### config.mk
export PLATFORM = sky130hd
export DESIGN_NAME = alu_share_arb
export DESIGN_NICKNAME = d
export VERILOG_FILES = /design/src/rtl/alu_share_arb_pkg.sv /design/src/rtl/alu_share_arb_alu.sv /design/src/rtl/alu_share_arb.sv
export SDC_FILE = /design/constraint.sdc
export NUM_CORES = 1
export LEC_CHECK = 0
export ABC_AREA = 0
export ABC_CLOCK_PERIOD_IN_PS = 10900
export BUFFER_PORTS_ARGS = -buffer_cell sky130_fd_sc_hd__buf_2
export CORE_MARGIN = 5
export CORE_UTILIZATION = 62
export CTS_BUF_LIST = sky130_fd_sc_hd__clkbuf_4
export DETAILED_ROUTE_END_ITERATION = 10
export HOLD_SLACK_MARGIN = 0.06
export PLACE_DENSITY = 0.85
export REMOVE_ABC_BUFFERS = 1
export SETUP_SLACK_MARGIN = 0.4
export SLEW_MARGIN = 10
export SYNTH_ARGS = -nofsm -noshare
export SYNTH_HDL_FRONTEND = slang
export SYNTH_SLANG_ARGS = --single-unit
### constraint.sdc
create_clock -name clk -period 10.9 [get_ports clk]
set_input_delay 2.18 -clock clk [delete_from_list [all_inputs] [get_ports clk]]
set_output_delay 2.18 -clock clk [all_outputs]
set_load 0.02 [all_outputs]
### src/rtl/alu_share_arb_pkg.sv
// Shared constants and types for the two-port ALU arbiter and its ALU.
package alu_share_arb_pkg;

   localparam int unsigned DW  = 32;
   localparam int unsigned OPW = 3;
   localparam int unsigned FW  = 4;

   localparam logic [OPW-1:0] ALU_ADD = 3'b000;
   localparam logic [OPW-1:0] ALU_SUB = 3'b001;
   localparam logic [OPW-1:0] ALU_AND = 3'b010;
   localparam logic [OPW-1:0] ALU_OR  = 3'b011;
   localparam logic [OPW-1:0] ALU_SLT = 3'b101;

   localparam logic [0:0] IDLE = 1'b0;
   localparam logic [0:0] RESP = 1'b1;

   localparam int unsigned FLAG_N = 3;
   localparam int unsigned FLAG_Z = 2;
   localparam int unsigned FLAG_C = 1;
   localparam int unsigned FLAG_V = 0;

   typedef struct packed {
      logic [DW-1:0]  a;
      logic [DW-1:0]  b;
      logic [OPW-1:0] op;
   } alu_req_t;

   function automatic logic op_defined(input logic [OPW-1:0] op);
      logic ok;
      case (op)
         ALU_ADD, ALU_SUB, ALU_AND, ALU_OR, ALU_SLT: ok = 1'b1;
         default:                                    ok = 1'b0;
      endcase
      return ok;
   endfunction

endpackage

### src/rtl/alu_share_arb_alu.sv
// Existing 32-bit integer ALU: purely combinational result and {n,z,c,v} flags.
module alu_share_arb_alu
   import alu_share_arb_pkg::*;
(
   input  logic [DW-1:0]  a_i,
   input  logic [DW-1:0]  b_i,
   input  logic [OPW-1:0] op_i,
   output logic [DW-1:0]  result_c,
   output logic [FW-1:0]  flags_c
);

   logic [DW:0] sum;
   logic [DW:0] diff;
   logic        carry;
   logic        ovf;

   assign sum  = {1'b0, a_i} + {1'b0, b_i};
   assign diff = {1'b0, a_i} + {1'b0, ~b_i} + (DW+1)'(1);

   // Carry on subtract is the no-borrow bit of a + ~b + 1.
   always_comb begin
      result_c = '0;
      carry    = 1'b0;
      ovf      = 1'b0;
      case (op_i)
         ALU_ADD: begin
            result_c = sum[DW-1:0];
            carry    = sum[DW];
            ovf      = (a_i[DW-1] == b_i[DW-1]) && (sum[DW-1] != a_i[DW-1]);
         end
         ALU_SUB: begin
            result_c = diff[DW-1:0];
            carry    = diff[DW];
            ovf      = (a_i[DW-1] != b_i[DW-1]) && (diff[DW-1] != a_i[DW-1]);
         end
         ALU_AND: result_c = a_i & b_i;
         ALU_OR:  result_c = a_i | b_i;
         ALU_SLT: result_c = DW'(diff[DW-1]);
         default: result_c = '0;
      endcase
      flags_c         = '0;
      flags_c[FLAG_N] = result_c[DW-1];
      flags_c[FLAG_Z] = (result_c == '0);
      flags_c[FLAG_C] = carry;
      flags_c[FLAG_V] = ovf;
   end

endmodule

### src/rtl/alu_share_arb.sv
// Shares one ALU between the execute stage (port 0) and the branch helper (port 1);
// one operation in flight, response held until its owner takes it.
module alu_share_arb
   import alu_share_arb_pkg::*;
#(
   parameter bit PRIO_RR = 1'b1
) (
   input  logic              clk,
   input  logic              rst,
   input  logic [1:0]        req_valid,
   output logic [1:0]        req_ready,
   input  logic [2*DW-1:0]   req_a,
   input  logic [2*DW-1:0]   req_b,
   input  logic [2*OPW-1:0]  req_op,
   output logic [1:0]        rsp_valid,
   input  logic [1:0]        rsp_ready,
   output logic [DW-1:0]     rsp_result,
   output logic [FW-1:0]     rsp_flags,
   output logic              rsp_err
);

   logic [0:0] state_q, state_d;
   logic       owner_q, owner_d;
   logic       last_grant_q, last_grant_d;
   alu_req_t   lat_q, lat_d;

   logic          fire;
   logic          grant_en;
   logic          grant_port;
   logic          grant_vld;
   logic [DW-1:0] alu_result;
   logic [FW-1:0] alu_flags;

   alu_share_arb_alu u_alu (
      .a_i      (lat_q.a),
      .b_i      (lat_q.b),
      .op_i     (lat_q.op),
      .result_c (alu_result),
      .flags_c  (alu_flags)
   );

   // No acceptance while reset is high: the request would be dropped by the reset.
   always_comb begin
      state_d      = state_q;
      owner_d      = owner_q;
      last_grant_d = last_grant_q;
      lat_d        = lat_q;
      grant_port   = 1'b0;

      fire      = (state_q == RESP) && rsp_ready[owner_q];
      grant_en  = !rst && ((state_q == IDLE) || fire);
      grant_vld = grant_en && (req_valid != 2'b00);

      case (req_valid)
         2'b10:   grant_port = 1'b1;
         2'b11:   grant_port = PRIO_RR ? !last_grant_q : 1'b0;
         default: grant_port = 1'b0;
      endcase

      req_ready = 2'b00;
      if (grant_vld) begin
         req_ready    = grant_port ? 2'b10 : 2'b01;
         state_d      = RESP;
         owner_d      = grant_port;
         last_grant_d = grant_port;
         lat_d.a      = grant_port ? req_a[2*DW-1:DW]   : req_a[DW-1:0];
         lat_d.b      = grant_port ? req_b[2*DW-1:DW]   : req_b[DW-1:0];
         lat_d.op     = grant_port ? req_op[2*OPW-1:OPW] : req_op[OPW-1:0];
      end else if (fire) begin
         state_d = IDLE;
      end

      rsp_valid  = 2'b00;
      rsp_result = '0;
      rsp_flags  = '0;
      rsp_err    = 1'b0;
      if (state_q == RESP) begin
         rsp_valid  = owner_q ? 2'b10 : 2'b01;
         rsp_result = alu_result;
         rsp_flags  = alu_flags;
         rsp_err    = !op_defined(lat_q.op);
      end
   end

   always_ff @(posedge clk) begin
      if (rst) begin
         state_q      <= IDLE;
         owner_q      <= 1'b0;
         last_grant_q <= 1'b1;
         lat_q        <= '0;
      end else begin
         state_q      <= state_d;
         owner_q      <= owner_d;
         last_grant_q <= last_grant_d;
         lat_q        <= lat_d;
      end
   end

endmodule
==> results of run 1 <==
[area by class of cell]
type / count / area (sq um) / area share
Clock buffer: 9 / 67.6 / 0.00722
Clock inverter: 7 / 48.8 / 0.00522
Inverter: 104 / 390 / 0.0417
Multi-Input combinational cell: 884 / 6240 / 0.667
Sequential cell: 70 / 1400 / 0.150
Tap cell: 176 / 220 / 0.0235
Timing Repair Buffer: 191 / 983 / 0.105
[power groups by stage]
| stage | Sequential (mW) | Clock, mW | Combinational (mW) |
|---|---|---|---|
| 4_1_cts | 0.311 | 0.160 | 0.620 |
| 3_3_place_gp | 0.314 | 0 | 0.614 |
| 6_report | 0.311 | 0.155 | 0.634 |
| 2_1_floorplan | 0.316 | 0 | 0.460 |
| 3_5_place_dp | 0.317 | 0 | 0.617 |
| 5_1_grt | 0.316 | 0.172 | 0.693 |
[placed cells by master, fill, tap and decap left out, types with 4 or more instances in the layout]
master | netlist | final
nor3_1 | 16 | 16
and3_1 | 4 | 4
xnor2_1 | 28 | 28
a41oi_1 | 4 | 4
inv_1 | 103 | 103
o21a_1 | 5 | 5
nand2_1 | 61 | 61
ha_1 | 104 | 104
dfxtp_1 | 70 | 69
a211oi_1 | 91 | 91
or3_1 | 7 | 7
nand3_1 | 9 | 9
a21boi_0 | 5 | 4
buf_2 | 2 | 180
buf_4 | 4 | 11
a31oi_1 | 7 | 7
a2111oi_0 | 5 | 5
or4_1 | 5 | 5
nand4_1 | 8 | 8
o31ai_1 | 14 | 14
nor2_1 | 142 | 142
a21oi_1 | 88 | 87
o211ai_1 | 7 | 7
o22ai_1 | 13 | 13
nor4_1 | 11 | 11
o2111ai_1 | 4 | 4
clkbuf_4 | 3 | 9
o21bai_1 | 10 | 10
o21ai_0 | 54 | 54
nor2b_1 | 17 | 17
a211o_1 | 4 | 4
mux2i_1 | 73 | 73
and2_1 | 19 | 19
nand2b_1 | 7 | 7
a21o_1 | 9 | 9
[path summary, 6_finish.rpt]
| kind | depth (start not counted) | slack (ps) | from | end |
|---|---|---|---|---|
| worst max-delay path | 15 | 3220 | lat_q[4] | rsp_flags[2] |
| worst min-delay path | 2 | 530 | lat_q[9] | lat_q[9] |
| worst max register to register | 6 | 8390 | state_q | lat_q[26] |
| worst min register to register | 2 | 530 | lat_q[9] | lat_q[9] |
[routing by layer]
layer	global-route usage	wire, um	up-vias
met3	0.0533	2260	53
met5	0	0	-
met4	0.0965	539	0
li1	-	-	4290
met2	0.489	11200	453
met1	0.390	10500	4014
[cell families after synthesis]
family,after synthesis,synth area share
compound gates,349,0.276
simple gates,325,0.185
buf+inv,184,0.0904
fa+ha+maj,106,0.160
mux,75,0.0912
flops,70,0.167
xor+xnor,29,0.0303
[sequential cells by signal, summed over array words and instances, names as in the netlist]
register / flops
last_grant_q: 1
lat_q: 67
owner_q: 1
state_q: 1
[worst min-delay path: cells and delay by family (launching register included)]
kind,cells,cell delay (ps)
flip-flops,1,340
AND/OR/NAND/NOR,1,100
AO/OA/AOI/OAI,1,50
[per-stage QoR]
stage	setup TNS [ps]	total power, mW	worst slack (ps)	instance area (sq um)	util
finish	0	1.10	3220	9360	0.706
global route	0	1.18	2970	9360	0.706
CTS	0	1.09	3270	9360	0.706
detailed placement	0	0.934	3830	9240	0.698
global placement	0	0.928	3960	9240	0.698
floorplan	-2940	0.776	-1590	8010	-
[Yosys cell counts, drive strengths merged (4+ instances only)]
| cell type | n | area, sq um |
|---|---|---|
| nor2 | 142 | 533 |
| ha | 104 | 1300 |
| inv | 103 | 387 |
| a211oi | 91 | 683 |
| a21oi | 88 | 440 |
| mux2i | 73 | 731 |
| dfxtp | 70 | 1400 |
| nand2 | 61 | 229 |
| clkbuf | 59 | 233 |
| o21ai | 54 | 270 |
| xnor2 | 28 | 245 |
| buf | 21 | 134 |
| and2 | 20 | 126 |
| nor2b | 17 | 106 |
| nor3 | 16 | 80.1 |
| o31ai | 14 | 105 |
| o22ai | 13 | 81.3 |
| nor4 | 12 | 81.3 |
| o21bai | 10 | 75.1 |
| a21o | 9 | 67.6 |
| nand3 | 9 | 45.0 |
| nand4 | 8 | 50.1 |
| a31oi | 7 | 43.8 |
| nand2b | 7 | 43.8 |
| o211ai | 7 | 52.6 |
| or3 | 7 | 43.8 |
| a21boi | 6 | 45.1 |
| or4 | 6 | 48.8 |
| a2111oi | 5 | 43.8 |
| o21a | 5 | 37.5 |
| a211o | 4 | 35.0 |
| a41oi | 4 | 35.0 |
| and3 | 4 | 25.0 |
| o2111ai | 4 | 35.0 |
==> flow_metrics.tcl, run 1 <==
set metrics [dict create \
    cts.sinks 70 \
    power_frac_seq 0.283 \
    antenna_cells 0 \
    arrival_ps 5500 \
    rows 42 \
    cts_resized 0 \
    async_flop_share 0 \
    coreArea_sq_um 13200 \
    initial_core_util 0.633 \
    drtPass1Iterations 5 \
    clockPowerShare 0.141 \
    layout_min_cycle_time_ps 7680 \
    antenna_found_initial 0 \
    drcViolationCount 0 \
    max-cap-violations 0 \
    syn-mean-instance-area_sq_um 7.36 \
    critPathBufInv 2 \
    totalWireLength_mm 24.5 \
    irDropWorstVdd_mv 0.0793 \
    drive_above_1_share 0.174 \
    swShare 0.480 \
    nFillCells 1175 \
    outcome "completed" \
    synth_seq_cells 70 \
    cp_slowest_cell "or4_1" \
    ant_nets 0 \
    grt_pass1_vias 8248 \
    path_cells "inv_1, ha_1, o21ba_1, nor4_1, nor4_1, or3_1, a32o_1, or4_4, a221oi_2, nand4_1, or4_1, or4_1, or4_1, nor4_2, buf_2" \
    port_buffers 180 \
    die_width_um 126 \
    drt_first_iter_violations 1042 \
    path_clk_slew_ps 120 \
    max_freq_mhz 130 \
    skew_ps 10.0 \
    synth_warnings 0 \
    ys_types 77 \
    comb_power_share 0.576 \
    yosysSeqAreaShare 0.167 \
    grt_start_max_net_pins 73 \
    p_sw_mw 0.528 \
    cp-start-kind "flip-flop" \
    nNetsFinal 1506 \
    htreeDepth 3 \
    io-pin-count 181 \
    internal-power_mw 0.572 \
    place.gp.congestion 1.04 \
    dp_cells 1425 \
    tritoncts "done" \
    slew_headroom 0.471 \
    path_delay_family "simple AND/OR/NAND/NOR gates" \
    grt_pass1_wl_mm 39.7 \
    rsz0062_at_grt "false" \
    hpwl_mm 18.8 \
    gr-total-overflow 0 \
    worst_pin_slew_ps 774 \
    cp_common_cell "or4_1" \
    areaGrowthSynthToFinish_pct 11.7 \
    postSynthCellCount 1138 \
    clk_latency_ps 470 \
    netlist_area_sq_um 8380 \
    worstSetupPathType "reg2out" \
    yosys_most_used_dff "dfxtp_1" \
    routed_via_density 6.11 \
    hold_path.class "reg2reg" \
    worst_hold_slack_ps 527 \
    clockRootBuffer "clkbuf_4" \
    leakage_nw 4.24 \
    timing.final.crit_share 0.705 \
    avgRoutedWirePerCell_um 17.0 \
    powerDensity_nw_per_um2 118 \
    cts_hold_buffers 0 \
    cts_setup_buffers 0 \
    hold_violations 0 \
    slew_viol_final 0 \
    die_h_um 126 \
    final_cells 1441 \
    synth-edff-count 0 \
    via_count 8810 \
    cts_made_buffers 9 \
    worstSetupEndpointType "output port" \
    die-area_sq_um 15900 \
    setup-violations-final 0 \
    ctsLongestPathBuffers 2 \
    required_ps 8720 \
    grt_use_total 0.295 \
    critPathMaxStageDelay_ps 540 \
    cp_max_fo 4 \
]
(Power assumes the default switching activity.)
==> inputs of run 2 (changes only) <==
--- a/config.mk
+++ b/config.mk
@@ -6,14 +6,14 @@
 export NUM_CORES = 1
 export LEC_CHECK = 0
 export ABC_AREA = 0
-export ABC_CLOCK_PERIOD_IN_PS = 10900
+export ABC_CLOCK_PERIOD_IN_PS = 7000
 export BUFFER_PORTS_ARGS = -buffer_cell sky130_fd_sc_hd__buf_2
 export CORE_MARGIN = 5
-export CORE_UTILIZATION = 62
+export CORE_UTILIZATION = 52
 export CTS_BUF_LIST = sky130_fd_sc_hd__clkbuf_4
 export DETAILED_ROUTE_END_ITERATION = 10
 export HOLD_SLACK_MARGIN = 0.06
-export PLACE_DENSITY = 0.85
+export PLACE_DENSITY = 0.76
 export REMOVE_ABC_BUFFERS = 1
 export SETUP_SLACK_MARGIN = 0.4
 export SLEW_MARGIN = 10
==> constraint.sdc (replaced) <==
create_clock -name clk -period 7 [get_ports clk]
set_input_delay 1.4 -clock clk [delete_from_list [all_inputs] [get_ports clk]]
set_output_delay 1.4 -clock clk [all_outputs]
set_load 0.02 [all_outputs]
==> flow_metrics.tcl, run 2 (synthesized netlist as in run 1, its figures left out) <==
set metrics [dict create \
    setup-violations-final 0 \
    place_area_sq_um 9300 \
    grt_start_max_net_pins 73 \
    cp-start-kind "flip-flop" \
    met3_usage 0.0309 \
    areaGrowthSynthToFinish_pct 14.1 \
    nFillCells 1495 \
    initial_core_util 0.529 \
    top_register "lat_q" \
    die_h_um 137 \
    tritoncts "done" \
    die_width_um 137 \
    coreArea_sq_um 15800 \
    slew_viol_final 0 \
    cp_max_fo 3 \
    total_power_mw 1.77 \
    slew_headroom 0.489 \
    worstSetupPathType "reg2out" \
    gr-total-overflow 0 \
    final_cell_mix "179 x buf_2, 142 x nor2_1, 103 x inv_1" \
    ff2ff_path_depth 5 \
    outcome "completed" \
    hpwl_mm 19.2 \
    grt_pass1_vias 7905 \
    place.gp.congestion 0.988 \
    cts_hold_buffers 0 \
    nNetsFinal 1509 \
    drcViolationCount 0 \
    fin_util 0.604 \
    cts.sinks 70 \
    worst_pin_slew_ps 767 \
    irDropWorstVdd_mv 0.0959 \
    r2r-start "last_grant_q" \
    skew_ps 22.2 \
    io-pin-count 181 \
    cp-startpoint "lat_q[35]" \
    totalWireLength_mm 24.9 \
    ant_nets 0 \
    htreeDepth 3 \
    rows 46 \
    leakage_nw 4.29 \
    grt_use_met1 0.356 \
    stdcell_area_sq_um 9560 \
    max-cap-violations 0 \
    arrival_ps 4980 \
    layout_min_cycle_time_ps 6380 \
    powerDensity_nw_per_um2 185 \
    hold_path.class "reg2reg" \
    min_path_cells 2 \
    required_ps 5600 \
    clk_latency_ps 470 \
    via_count 8610 \
    drt_first_iter_violations 787 \
    max_freq_mhz 157 \
    min-delay-start "owner_q" \
    hold_violations 0 \
    use_met2 0.417 \
    antenna_found_initial 1 \
    grt-busiest-layer "met2" \
    grt_use_total 0.258 \
    timing.final.crit_share 0.912 \
    drtPass1Iterations 5 \
    die-area_sq_um 18700 \
    avgRoutedWirePerCell_um 16.8 \
    largest_reg_flops 67 \
    routed_via_density 5.80 \
    layout_commonest_cell "buf_2" \
    ctsLongestPathBuffers 2 \
    cts_made_buffers 9 \
    path_clk_slew_ps 130 \
    worstSetupEndpointType "output port" \
    grt_pass1_wl_mm 39.4 \
    drive_above_1_share 0.192 \
    port_buffers 180 \
    clockRootBuffer "clkbuf_4" \
    rsz0062_at_grt "false" \
]
==> run 2: cell type report <==
cell class | instances | area [sq um] | area share
Timing Repair Buffer | 194 | 1010 | 0.106
Inverter | 104 | 390 | 0.0408
Multi-Input combinational cell | 884 | 6340 | 0.663
Clock buffer | 10 | 75.1 | 0.00786
Sequential cell | 70 | 1410 | 0.148
Clock inverter | 6 | 62.6 | 0.00655
Antenna cell | 1 | 2.50 | 0.000262
Tap cell | 216 | 270 | 0.0283
==> run 2: final timing paths <==
path | slack, ps | to
setup / recovery | 620 | rsp_flags[2]
hold / removal | 510 | owner_q
setup reg to reg | 4870 | lat_q[66]
hold reg to reg | 510 | owner_q
==> run 2: per-layer routing <==
metal  vias to the layer above  part of all wire  routed length, um
met5                         -                 0                  0
met4                         0             0.024                603
met3                        42             0.071               1770
met2                       361              0.45              11300
met1                      3901              0.45              11300
li1                       4306                 -                  -
==> run 2: what timing repair did <==
| item | CTS | global route |
|---|---|---|
| setup buffers | 2 | 0 |
| cloned | 0 | 0 |
| pin swaps | 3 | 8 |
| endpoints found under the hold margin | 0 | 0 |
| resized for setup | 15 | 14 |
| setup endpoints to repair | 1 | 1 |
==> run 2: through the flow <==
| step | TNS [ps] | hold slack (ps) | setup slack, ps | instances |
|---|---|---|---|---|
| after detailed placement | 0 | 496 | 662 | 1466 |
| after global routing | 0 | 545 | 415 | 1485 |
| after global placement | 0 | 498 | 804 | 1466 |
| after CTS | 0 | 515 | 423 | 1484 |
| after floorplan | -181350 | 425 | -3930 | 1058 |
| final | 0 | 513 | 619 | 1485 |
==> run 2: where the power goes <==
group          total, mW  internal (mW)  switching (mW)
registers          0.488          0.440          0.0479
logic               1.01          0.391           0.619
clock network      0.274          0.111           0.163
==> run 2: worst max-delay path, cell delays in order, from the launching register on <==
cell	delay, ps
dfxtp_2	350
inv_1	80
ha_2	180
inv_1	60
fa_2	340
nor2b_1	160
or3_1	330
a21oi_2	190
xnor2_2	140
a211oi_2	120
or4_4	520
a221oi_2	170
nand4_1	140
or4_1	430
or4_1	520
or4_4	470
nor4_4	140
buf_4	180
